<file path="config.mk">
export PLATFORM = sky130hd
export DESIGN_NAME = led_seq_ctrl
export DESIGN_NICKNAME = d
export VERILOG_FILES = /design/src/rtl/led_pkg.sv /design/src/rtl/led_debounce.sv /design/src/rtl/led_seq_ctrl.sv
export SDC_FILE = /design/constraint.sdc
export NUM_CORES = 1
export LEC_CHECK = 0
export CAP_MARGIN = 20
export CELL_PAD_IN_SITES_DETAIL_PLACEMENT = 1
export CELL_PAD_IN_SITES_GLOBAL_PLACEMENT = 1
export CORE_MARGIN = 2
export CORE_UTILIZATION = 46
export CTS_CLUSTER_DIAMETER = 30
export DETAILED_ROUTE_END_ITERATION = 7
export PLACE_DENSITY_LB_ADDON = 0.1
export SYNTH_ARGS = -nofsm -noshare
export SYNTH_HDL_FRONTEND = slang
export SYNTH_SLANG_ARGS = --single-unit
</file>
<file path="constraint.sdc">
create_clock -name clk450MHz -period 2.83 [get_ports clk450MHz]
set_clock_uncertainty 0.2 [all_clocks]
set_input_delay 0.566 -clock clk450MHz [delete_from_list [all_inputs] [get_ports clk450MHz]]
set_output_delay 0.566 -clock clk450MHz [all_outputs]
set_load 0.005 [all_outputs]
</file>
<file path="src/rtl/led_pkg.sv">
`default_nettype none
// ============================================================================
//  Module      : led_pkg
//  Description : Shared types and helpers for the LED sequencing controller.
//                LED_W      - width of the LED register
//                INIT_PAT   - default power-on / post-release pattern
//                led_state_e- controller states (RUN, FORCE)
//                rotate()   - one-position rotate, 0 = right, 1 = left
//  Revision    : 1.0 - initial release
// ============================================================================
package led_pkg;

    localparam int LED_W = 6;

    localparam logic [LED_W-1:0] INIT_PAT = 6'b011111;

    typedef enum logic [0:0] {
        RUN   = 1'b0,
        FORCE = 1'b1
    } led_state_e;

    // left = 0 : {v[0], v[W-1:1]}   (bit 0 wraps to the top)
    // left = 1 : {v[W-2:0], v[W-1]} (top bit wraps to bit 0)
    function automatic logic [LED_W-1:0] rotate(input logic [LED_W-1:0] v,
                                                input logic             left);
        return left ? {v[LED_W-2:0], v[LED_W-1]} : {v[0], v[LED_W-1:1]};
    endfunction

endpackage
`default_nettype wire

</file>
<file path="src/rtl/led_debounce.sv">
`default_nettype none
// ============================================================================
//  Module      : led_debounce
//  Description : Two-flop synchronizer plus stability counter for the raw
//                active-low set button. set_act follows the synchronized
//                button (1 = pressed) once that level has differed from the
//                current set_act for DEB_CYCLES consecutive cycles.
//  Ports       : clk450MHz  in  clock
//                sys_rst_n  in  async active-low reset
//                sys_set_n  in  raw asynchronous button, active-low
//                set_act    out registered debounced "button pressed"
//  Revision    : 1.0 - initial release
// ============================================================================
module led_debounce #(
    parameter int DEB_CYCLES = 65_536
) (
    input  logic clk450MHz,
    input  logic sys_rst_n,
    input  logic sys_set_n,
    output logic set_act
);

    localparam int CW = (DEB_CYCLES > 1) ? $clog2(DEB_CYCLES) : 1;
    localparam logic [CW-1:0] CNT_MAX = CW'(DEB_CYCLES - 1);

    logic          sync_a;
    logic          sync_b;
    logic [CW-1:0] cnt;

    // Synchronizer flops reset to the released (high) level so a reset does
    // not look like a press.
    always_ff @(posedge clk450MHz or negedge sys_rst_n) begin
        if (!sys_rst_n) begin
            sync_a  <= 1'b1;
            sync_b  <= 1'b1;
            cnt     <= '0;
            set_act <= 1'b0;
        end else begin
            sync_a <= sys_set_n;
            sync_b <= sync_a;
            // Count only while the synchronized level disagrees with the
            // accepted one; any return to agreement restarts the count.
            if ((~sync_b) != set_act) begin
                if (cnt == CNT_MAX) begin
                    set_act <= ~sync_b;
                    cnt     <= '0;
                end else begin
                    cnt <= cnt + 1'b1;
                end
            end else begin
                cnt <= '0;
            end
        end
    end

endmodule
`default_nettype wire

</file>
<file path="src/rtl/led_seq_ctrl.sv">
`default_nettype none
// ============================================================================
//  Module      : led_seq_ctrl
//  Description : LED sequencing controller. A free-running prescaler makes a
//                clock-enable (ce_tick); a step timer counts ce_ticks and
//                requests a rotate every PERIOD_TICKS. A two-state FSM
//                arbitrates the LED register: debounced set button (forces
//                all LEDs off) > valid/ready load > rotate step.
//  Ports       : clk450MHz  in  sole clock
//                sys_rst_n  in  async active-low reset
//                sys_set_n  in  raw button, active-low
//                dir        in  rotate direction, 0 = right, 1 = left
//                ld_valid   in  load request
//                ld_data    in  pattern to load
//                ld_ready   out load accepted when ld_valid & ld_ready
//                led        out registered LED pattern
//                ce_tick    out registered prescaler strobe
//                step_pulse out registered, high when led shows a new rotate
//  Revision    : 1.0 - initial release
// ============================================================================
module led_seq_ctrl
    import led_pkg::*;
#(
    parameter int               DIV          = 10,
    parameter int               PERIOD_TICKS = 22_500_000,
    parameter int               DEB_CYCLES   = 65_536,
    parameter logic [LED_W-1:0] INIT_PAT     = led_pkg::INIT_PAT
) (
    input  logic             clk450MHz,
    input  logic             sys_rst_n,
    input  logic             sys_set_n,
    input  logic             dir,
    input  logic             ld_valid,
    input  logic [LED_W-1:0] ld_data,
    output logic             ld_ready,
    output logic [LED_W-1:0] led,
    output logic             ce_tick,
    output logic             step_pulse
);

    localparam int PW = (DIV > 1)          ? $clog2(DIV)          : 1;
    localparam int SW = (PERIOD_TICKS > 1) ? $clog2(PERIOD_TICKS) : 1;
    localparam logic [PW-1:0] PCNT_MAX = PW'(DIV - 1);
    localparam logic [SW-1:0] SCNT_MAX = SW'(PERIOD_TICKS - 1);

    logic             set_act;
    logic             rst_done;
    logic [PW-1:0]    pcnt;
    logic [SW-1:0]    scnt;
    logic [SW-1:0]    scnt_nxt;
    logic [SW-1:0]    scnt_adv;
    logic             step_req;
    logic             step_nxt;
    logic [LED_W-1:0] led_nxt;
    led_state_e       state;
    led_state_e       state_nxt;

    led_debounce #(
        .DEB_CYCLES (DEB_CYCLES)
    ) u_debounce (
        .clk450MHz (clk450MHz),
        .sys_rst_n (sys_rst_n),
        .sys_set_n (sys_set_n),
        .set_act   (set_act)
    );

    // Prescaler: free-running in every state, only sys_rst_n clears it.
    always_ff @(posedge clk450MHz or negedge sys_rst_n) begin
        if (!sys_rst_n) begin
            pcnt    <= '0;
            ce_tick <= 1'b0;
        end else begin
            pcnt    <= (pcnt == PCNT_MAX) ? '0 : pcnt + 1'b1;
            ce_tick <= (pcnt == PCNT_MAX);
        end
    end

    // rst_done keeps ld_ready low for the first clock after reset release.
    always_ff @(posedge clk450MHz or negedge sys_rst_n) begin
        if (!sys_rst_n) begin
            rst_done <= 1'b0;
        end else begin
            rst_done <= 1'b1;
        end
    end

    assign ld_ready = (state == RUN) & ~set_act & rst_done;
    assign step_req = ce_tick & (scnt == SCNT_MAX);
    assign scnt_adv = ce_tick ? ((scnt == SCNT_MAX) ? '0 : scnt + 1'b1) : scnt;

    always_ff @(posedge clk450MHz or negedge sys_rst_n) begin
        if (!sys_rst_n) begin
            state      <= RUN;
            led        <= INIT_PAT;
            scnt       <= '0;
            step_pulse <= 1'b0;
        end else begin
            state      <= state_nxt;
            led        <= led_nxt;
            scnt       <= scnt_nxt;
            step_pulse <= step_nxt;
        end
    end

    always_comb begin
        state_nxt = state;
        led_nxt   = led;
        scnt_nxt  = scnt_adv;
        step_nxt  = 1'b0;
        case (state)
            RUN: begin
                if (set_act) begin
                    state_nxt = FORCE;
                    led_nxt   = '0;
                    scnt_nxt  = '0;
                end else if (ld_valid && ld_ready) begin
                    // A load restarts the step period; a coincident step is
                    // dropped rather than deferred.
                    led_nxt  = ld_data;
                    scnt_nxt = '0;
                end else if (step_req) begin
                    led_nxt  = rotate(led, dir);
                    step_nxt = 1'b1;
                end
            end
            FORCE: begin
                led_nxt  = '0;
                scnt_nxt = '0;
                if (!set_act) begin
                    state_nxt = RUN;
                    led_nxt   = INIT_PAT;
                end
            end
            default: begin
                state_nxt = RUN;
                led_nxt   = INIT_PAT;
                scnt_nxt  = '0;
            end
        endcase
    end

endmodule
`default_nettype wire

</file>
* Word-level counts from Yosys, hierarchy flattened
Index checks and enable logic that the tools add are counted.
Word-level totals: bits in registers 58, input bits 11, output and inout port bits 9, logic and storage cells 47
Cells by class: add/sub/neg operators 3, equality and inequality tests 6, muxes and demuxes 19, bitwise gates (word level) 6, reductions and logical operators 2
Operator list (number):
- $mux W25 | 4
- $pmux W25 S2 | 1
- $mux W16 | 2
- $add A25 B1 Y25 const B | 1
- $eq A25 B25 Y1 const B | 1
- $mux W6 | 4
- $add A16 B1 Y16 const B | 1
- $eq A16 B16 Y1 const B | 1
- $pmux W6 S2 | 1
- $ne A4 B2 Y1 const B | 2
- $mux W1 | 5
- $mux W5 | 1
- $add A4 B1 Y4 const B | 1
- $eq A4 B4 Y1 const B | 1
- $mux W4 | 1
- $and A1 B1 Y1 | 3
- $not A1 Y1 | 3
- $reduce_and A2 Y1 | 1
- $logic_and A1 B1 Y1 | 1
- $ne A1 B1 Y1 | 1

* Logic depth before layout (Yosys ltp)
Gate-level depths: netlist of run 1.
word-level depth 7, mapped depth 8, depth with buffers taken out 6

* Hierarchy
A second synthesis of run 1 with hierarchy kept.
Unflattened totals: cells, all modules 325, area total of the unflattened synthesis 3096.7 sq um
By module, submodules not included:
- led_seq_ctrl | times used 1, cells an instance 239, area an instance 2220.9 sq um, seq. area each 982.2 sq um
- led_debounce | times used 1, cells an instance 86, area an instance 875.8 sq um, seq. area each 478.0 sq um

* Least setup slack after synthesis of run 1
No wires, ideal clock.
path kind register to register, from reg u_debounce.cnt[0], to reg u_debounce.cnt[11], arrival time 1707 ps, path slack 802 ps, cell stages (with the launch flop) 8, clock period less this slack 2028 ps, cell sequence dfrtp_1 ha_1 nand4_1 nor4_2 and3_1 or2_1 buf_2 nor2_1
On the way: longest elaborated chain between the ends 3, elaborated cells between the ends (all ways) 4
Ends and longest elaborated chain:
- from (decl) | RTL line led_debounce.sv:28 | logic [CW-1:0] cnt;
- from (signal assigned) | RTL line led_debounce.sv:48 | cnt <= cnt + 1'b1;
- $add A16 B1 Y16 / $eq A16 B16 Y1 (equally long branches) | RTL line led_debounce.sv:48, led_debounce.sv:44
- $mux W16 (*) | RTL line led_debounce.sv:44 | if (cnt == CNT_MAX) begin
- $mux W16 (*) | RTL line led_debounce.sv:43 | if ((~sync_b) != set_act) begin
Mark *: on every way between the ends. The rest lies on a longest branch, timed or not. A chain may end at the register's enable or synchronous reset.

* Worst setup path in the final report of run 1
from reg state, to out ld_ready
On the way: longest elaborated chain between the ends 3
Ends and longest elaborated chain:
- from (decl) | RTL line led_seq_ctrl.sv:55 | led_state_e state;
- from (signal assigned) | RTL line led_seq_ctrl.sv:98 | state <= state_nxt;
- $not A1 Y1
- $and A1 B1 Y1 (2 in a row) | RTL line led_seq_ctrl.sv:87 | assign ld_ready = (state == RUN) & ~set_act & rst_done;
- to (decl) | RTL line led_seq_ctrl.sv:35 | output logic ld_ready,
No other way between the ends.

==> results of run 1 <==
## registers in the layout, indices dropped and copies added, names as in the netlist
name,flops
u_debounce.set_act,1
u_debounce.sync_b,1
u_debounce.sync_a,1
led,6
scnt,25
pcnt,4
rst_done,1
step_pulse,1
state,1
ce_tick,1
u_debounce.cnt,16
## stage by stage
| step | instance area [um2] | hold slack (ns) | setup slack [ns] |
|---|---|---|---|
| after CTS | 3540 | 0.162 | 0.278 |
| final | 3540 | 0.162 | 0.289 |
| after detailed placement | 3270 | 0.147 | 0.155 |
| after global placement | 3270 | 0.148 | 0.175 |
| after global routing | 3540 | 0.165 | 0.196 |
| after floorplan | 2990 | 0.0704 | 0.802 |
## path summary, 6_finish.rpt
kind | slack (ns) | startpoint | depth (start not counted) | to
hold reg to reg | 0.16 | u_debounce.sync_a | 0 | u_debounce.sync_b
hold / removal | 0.16 | u_debounce.sync_a | 0 | u_debounce.sync_b
min in group asynchronous | 0.17 | sys_rst_n | 2 | scnt[11]
max in group asynchronous | 1.77 | sys_rst_n | 2 | u_debounce.cnt[5]
setup / recovery | 0.29 | state | 3 | ld_ready
setup reg to reg | 0.44 | u_debounce.cnt[0] | 6 | u_debounce.cnt[6]
## Yosys cell counts (2+ instances only)
cell type	count
and4_1	2
nor3_1	6
ha_1	2
nor4_2	2
and3_1	5
nor4_1	7
o211ai_1	5
mux2_2	6
clkbuf_1	2
mux2i_1	3
nand2_1	27
nand3_1	17
xor2_1	17
o22ai_1	3
nand4_1	11
nor2_1	46
o21ai_0	11
a21o_1	4
or3_1	2
xnor2_1	17
dfrtp_1	51
dfstp_2	7
a21oi_1	9
buf_2	5
nor4b_1	2
inv_1	15
## area by class of cell
type	count	area, um2	area share [%]
Inverter	15	56.3	1.59
Clock buffer	11	141	3.99
Timing Repair Buffer	27	245	6.93
Tap cell	77	96.3	2.72
Multi-Input combinational cell	224	1420	40.0
Clock inverter	5	125	3.53
Sequential cell	58	1460	41.3
## logic make-up (layout without fill, tap and decap cells)
logic type	Yosys count	after routing	synth area share, %
buffers and inverters	24	58	3.81
AND/OR/NAND/NOR	140	140	24.9
XOR/XNOR	34	34	9.96
flip-flops	58	58	48.8
other	1	1	0.125
AO/OA/AOI/OAI	38	38	8.25
adder cells (fa/ha/maj)	2	2	0.837
multiplexers	9	9	3.26
## per-layer routing
layer  global-route usage, %  vias to the layer above  wire length (um)
met4                    7.50                        0               130
met3                    5.60                       14               207
met1                    27.2                     1145              3060
met5                       0                        -                 0
met2                    34.5                       34              3360
li1                        -                     1119                 -
## report_power, final
| group | switching, W | total [W] | internal, W |
|---|---|---|---|
| logic | 0.0000727 | 0.000146 | 0.0000730 |
| clock network | 0.000336 | 0.00103 | 0.000697 |
| registers | 0.0000187 | 0.000880 | 0.000861 |
| total | 0.000427 | 0.00206 | 0.00163 |
## worst max-delay path: stages (launching register included)
cell	delay [ns]
dfrtp_1	0.48
nor2_1	0.30
and2_1	0.17
clkdlybuf4s50_1	0.49
==> reports/metrics.yaml, run 1 <==
outcome: "completed"
wl_mm: 6.76
cts.clk_slew.worst_paths_ns: 0.07
grt_usage_pct: 21.1
powerDensity_nw_per_um2: 581
rsz0062_at_grt: "false"
min_period_ns: 2.54
cts.hold.buffers_added: 0
clk_latency_ns: 0.34
cp.arrival_ns: 1.78
globalplace.congestion: 0.820
syn_to_final_growth_pct: 18.4
critPathRequiredTime_ns: 2.06
diodes: 0
htreeDepth: 3
crit_path_end_kind: "output port"
max_freq_mhz: 393
setup_viol: 0
nNetsFinal: 348
cts_root_buffer: "clkbuf_8"
cts_buffers: 9
yosys_warnings: 0
drt_first_pass_iters: 4
grt_pass1_vias: 2492
numPortBuffers: 19
stdcell_count: 417
grt_max_degree: 59
tns_ns: 0
wl_per_cell_um: 16.2
io_pins: 20
num-fill-cells: 724
layout_commonest_cell: "dfrtp_1"
avgSynthCellArea_um2: 9.77
grt-ovfl-total: 0
syn-instance-count: 306
die_y_um: 84.6
synth_top_cell_area_share_pct: 42.7
ys_async_sr_fraction_pct: 100
netlist_area_um2: 2990
die-area_um2: 7160
synth.top_cells.by_area: "dfrtp_1 43%, dfstp_2 6.2%, nor2_1 5.8%, xnor2_1 5.0%, xor2_1 5.0%"
vias: 2312
postCtsSetupRepairBufs: 0
post-dp-hpwl_mm: 4.60
vias_per_cell: 5.54
initial_core_util_pct: 47.3
core_um2: 6310
maxCapViolations: 0
dpl.cell_count: 401
clk_path_buf_depth: 2
drc_errors: 0
min_path_type: "reg2reg"
cts_resized: 0
std_cell_rows: 29
worst_setup_path_start_kind: "flip-flop"
relSlewSlack_pct: 51.4
drtIter0Drc: 121
p_total_w: 0.00206
fin_crit_sh_pct: 89.8
synth_edf_count: 0
cts_tree: "built"
yosysSeqAreaShare_pct: 48.8
utilization_pct: 56.1
drv_slew: 0
ant_nets: 0
clock-sinks: 58
drive_above_1_share_pct: 14.7
dieWidth_um: 84.6
synth_largest_area_cell: "dfrtp_1"
worstMarginPinSlew_ns: 0.729
synthDistinctLibCells: 48
synth_nets: 319
ys_seq_elements: 58
power_leakage_nw: 1.50
synth_flop_cell: "dfrtp_1"
layout_common_cells: "51 x dfrtp_1, 46 x nor2_1, 27 x nand2_1"
vdd_drop_max_uv: 260
worstPathMaxFanout: 8
worstSetupPathType: "reg2out"
hold_viol: 0
grt_first_pass_wirelength_mm: 11.9
antenna_found_initial: 0
No activity file was read; power rests on OpenSTA's default activity.
==> run 2, diff against run 1 <==
Settings changed: PLACE_DENSITY_LB_ADDON 0.1 to 0.25.
==> run 2 against run 1 <==
Final cell count shrank 0.48%. Fmax shrank 0.71%. Sequential share of layout area grew 0.77 points. Critical path depth is the same. Final area shrank 1.8%. Core utilization shrank 1.0 points. Clock power shrank 24%. Largest cell class unchanged. Largest power group is now sequential cells. Highest routed layer unchanged.
==> reports/metrics.yaml, run 2 (synthesized netlist as in run 1, its figures left out) <==
outcome: "completed"
final_cell_area_um2: 3470
worst_slack_ns: 0.270
crit_path_end_kind: "output port"
r2r-end: "u_debounce.cnt[3]"
htreeDepth: 3
worstPathCellList: "nor2_1 -> and2_1 -> clkdlybuf4s50_1"
min_path_type: "in2async"
wl_met1_mm: 3.07
clk_latency_ns: 0.35
cts_resized: 0
antenna_found_initial: 0
pre_cts_ws_ns: 0.123
nNetsFinal: 346
post-dp-hpwl_mm: 4.71
cts_root_buffer: "clkbuf_8"
relSlewSlack_pct: 53.6
slowest_stage: "clkdlybuf4s50_1"
grt_usage_pct: 20.7
core_um2: 6310
syn_to_final_growth_pct: 16.2
hold_viol: 0
rsz0062_at_grt: "false"
wl_met2_mm: 3.30
grt_first_pass_wirelength_mm: 11.5
maxCapViolations: 0
grt_pass1_vias: 2424
tns_ns: 0
cts.clk_slew.worst_paths_ns: 0.08
worstMarginPinSlew_ns: 0.691
diodes: 0
clk_path_buf_depth: 2
endpoint: "ld_ready"
ff2ff_path_depth: 6
drv_slew: 0
r2r_start: "u_debounce.cnt[0]"
grt_max_degree: 59
utilization_pct: 55.0
reg.largest.list: "scnt: 25 flops, u_debounce.cnt: 16 flops, led: 6 flops"
dpl_cell_area_um2: 3270
worst_setup_path_start_kind: "flip-flop"
worstPathMaxFanout: 8
layout_commonest_cell: "dfrtp_1"
die-area_um2: 7160
cp.arrival_ns: 1.79
dieWidth_um: 84.6
largest_reg_flops: 25
max_freq_mhz: 391
setup_viol: 0
routed-wl-met3_um: 214
postCtsSetupRepairBufs: 0
cts.hold.buffers_added: 0
worstSetupPathType: "reg2out"
drt_first_pass_iters: 4
path_delay_family: "buffers and inverters"
cts_tree: "built"
globalplace.congestion: 0.833
vias_per_cell: 5.67
critPathRequiredTime_ns: 2.06
routed.top_layer: "met4"
power_leakage_nw: 1.46
vias: 2354
startpoint: "state"
powerDensity_nw_per_um2: 522
largest-register: "scnt"
fin_crit_sh_pct: 90.4
wl_per_cell_um: 16.2
std_cell_rows: 29
drc_errors: 0
crit_cells: 3
min_period_ns: 2.56
wl_mm: 6.73
vdd_drop_max_uv: 246
grt-ovfl-total: 0
ant_nets: 0
die_y_um: 84.6
critical_path_buf_inv_count: 1
layout_common_cells: "51 x dfrtp_1, 46 x nor2_1, 27 x nand2_1"
initial_core_util_pct: 47.3
slowest_delay_ns: 0.50
reg2reg_slack_ns: 0.44
drive_above_1_share_pct: 14.5
cts_buffers: 9
numPortBuffers: 19
drtIter0Drc: 141
io_pins: 20
clock-sinks: 58
## run 2: cell count changes in the layout (fill, tap and decap cells not counted), sizes merged
cell,delta
clkbuf,-1
clkinvlp,+3
buf,-2
clkinv,+1
bufinv,-3
## run 2: cell type report
cell class                 instances  area (um2)
tap                               77        96.3
clock inverter                     6        66.3
clock buffer                      10         138
timing repair buffer              25         243
inverter                          15        56.3
fill                             744        2840
multi-input combinational        224        1420
sequential                        58        1460
## run 2: worst register-to-register path: cells and delay by family, from the launching register on
kind | cells | cell delay (ns)
adders and majority gates | 1 | 0.22
DFF | 1 | 0.39
and+or+nand+nor | 5 | 1.45
## run 2: routing by layer
metal | global-route usage, % | vias up
met3 | 4.52 | 14
met2 | 32.5 | 33
met4 | 10.1 | 0
met1 | 27.2 | 1189
met5 | 0 | -
li1 | - | 1118
## run 2: through the flow
stage,total power (W),cells,hold WS (ns)
after floorplan,0.000959,306,0.0704
after global placement,0.00104,399,0.146
after detailed placement,0.00104,399,0.148
after CTS,0.00183,415,0.0157
after global routing,0.00189,415,0.0300
final,0.00181,415,0.0136
## run 2: worst min-delay path by stage
| stage | end | slack [ns] | cells past startpoint |
|---|---|---|---|
| 6_report | scnt[17] | 0.01 | 2 |
| 5_1_grt | led[5] | 0.03 | 2 |
| 3_5_place_dp | u_debounce.sync_b | 0.15 | 0 |
| 2_1_floorplan | ce_tick | 0.07 | 0 |
| 4_1_cts | u_debounce.cnt[6] | 0.02 | 2 |
| 3_3_place_gp | u_debounce.sync_b | 0.15 | 0 |
## run 2: power breakdown
group,internal [W],switching [W],total [W]
registers,0.000861,0.0000182,0.000879
clock network,0.000429,0.000356,0.000785
logic,0.0000741,0.0000743,0.000148
total,0.00136,0.000448,0.00181
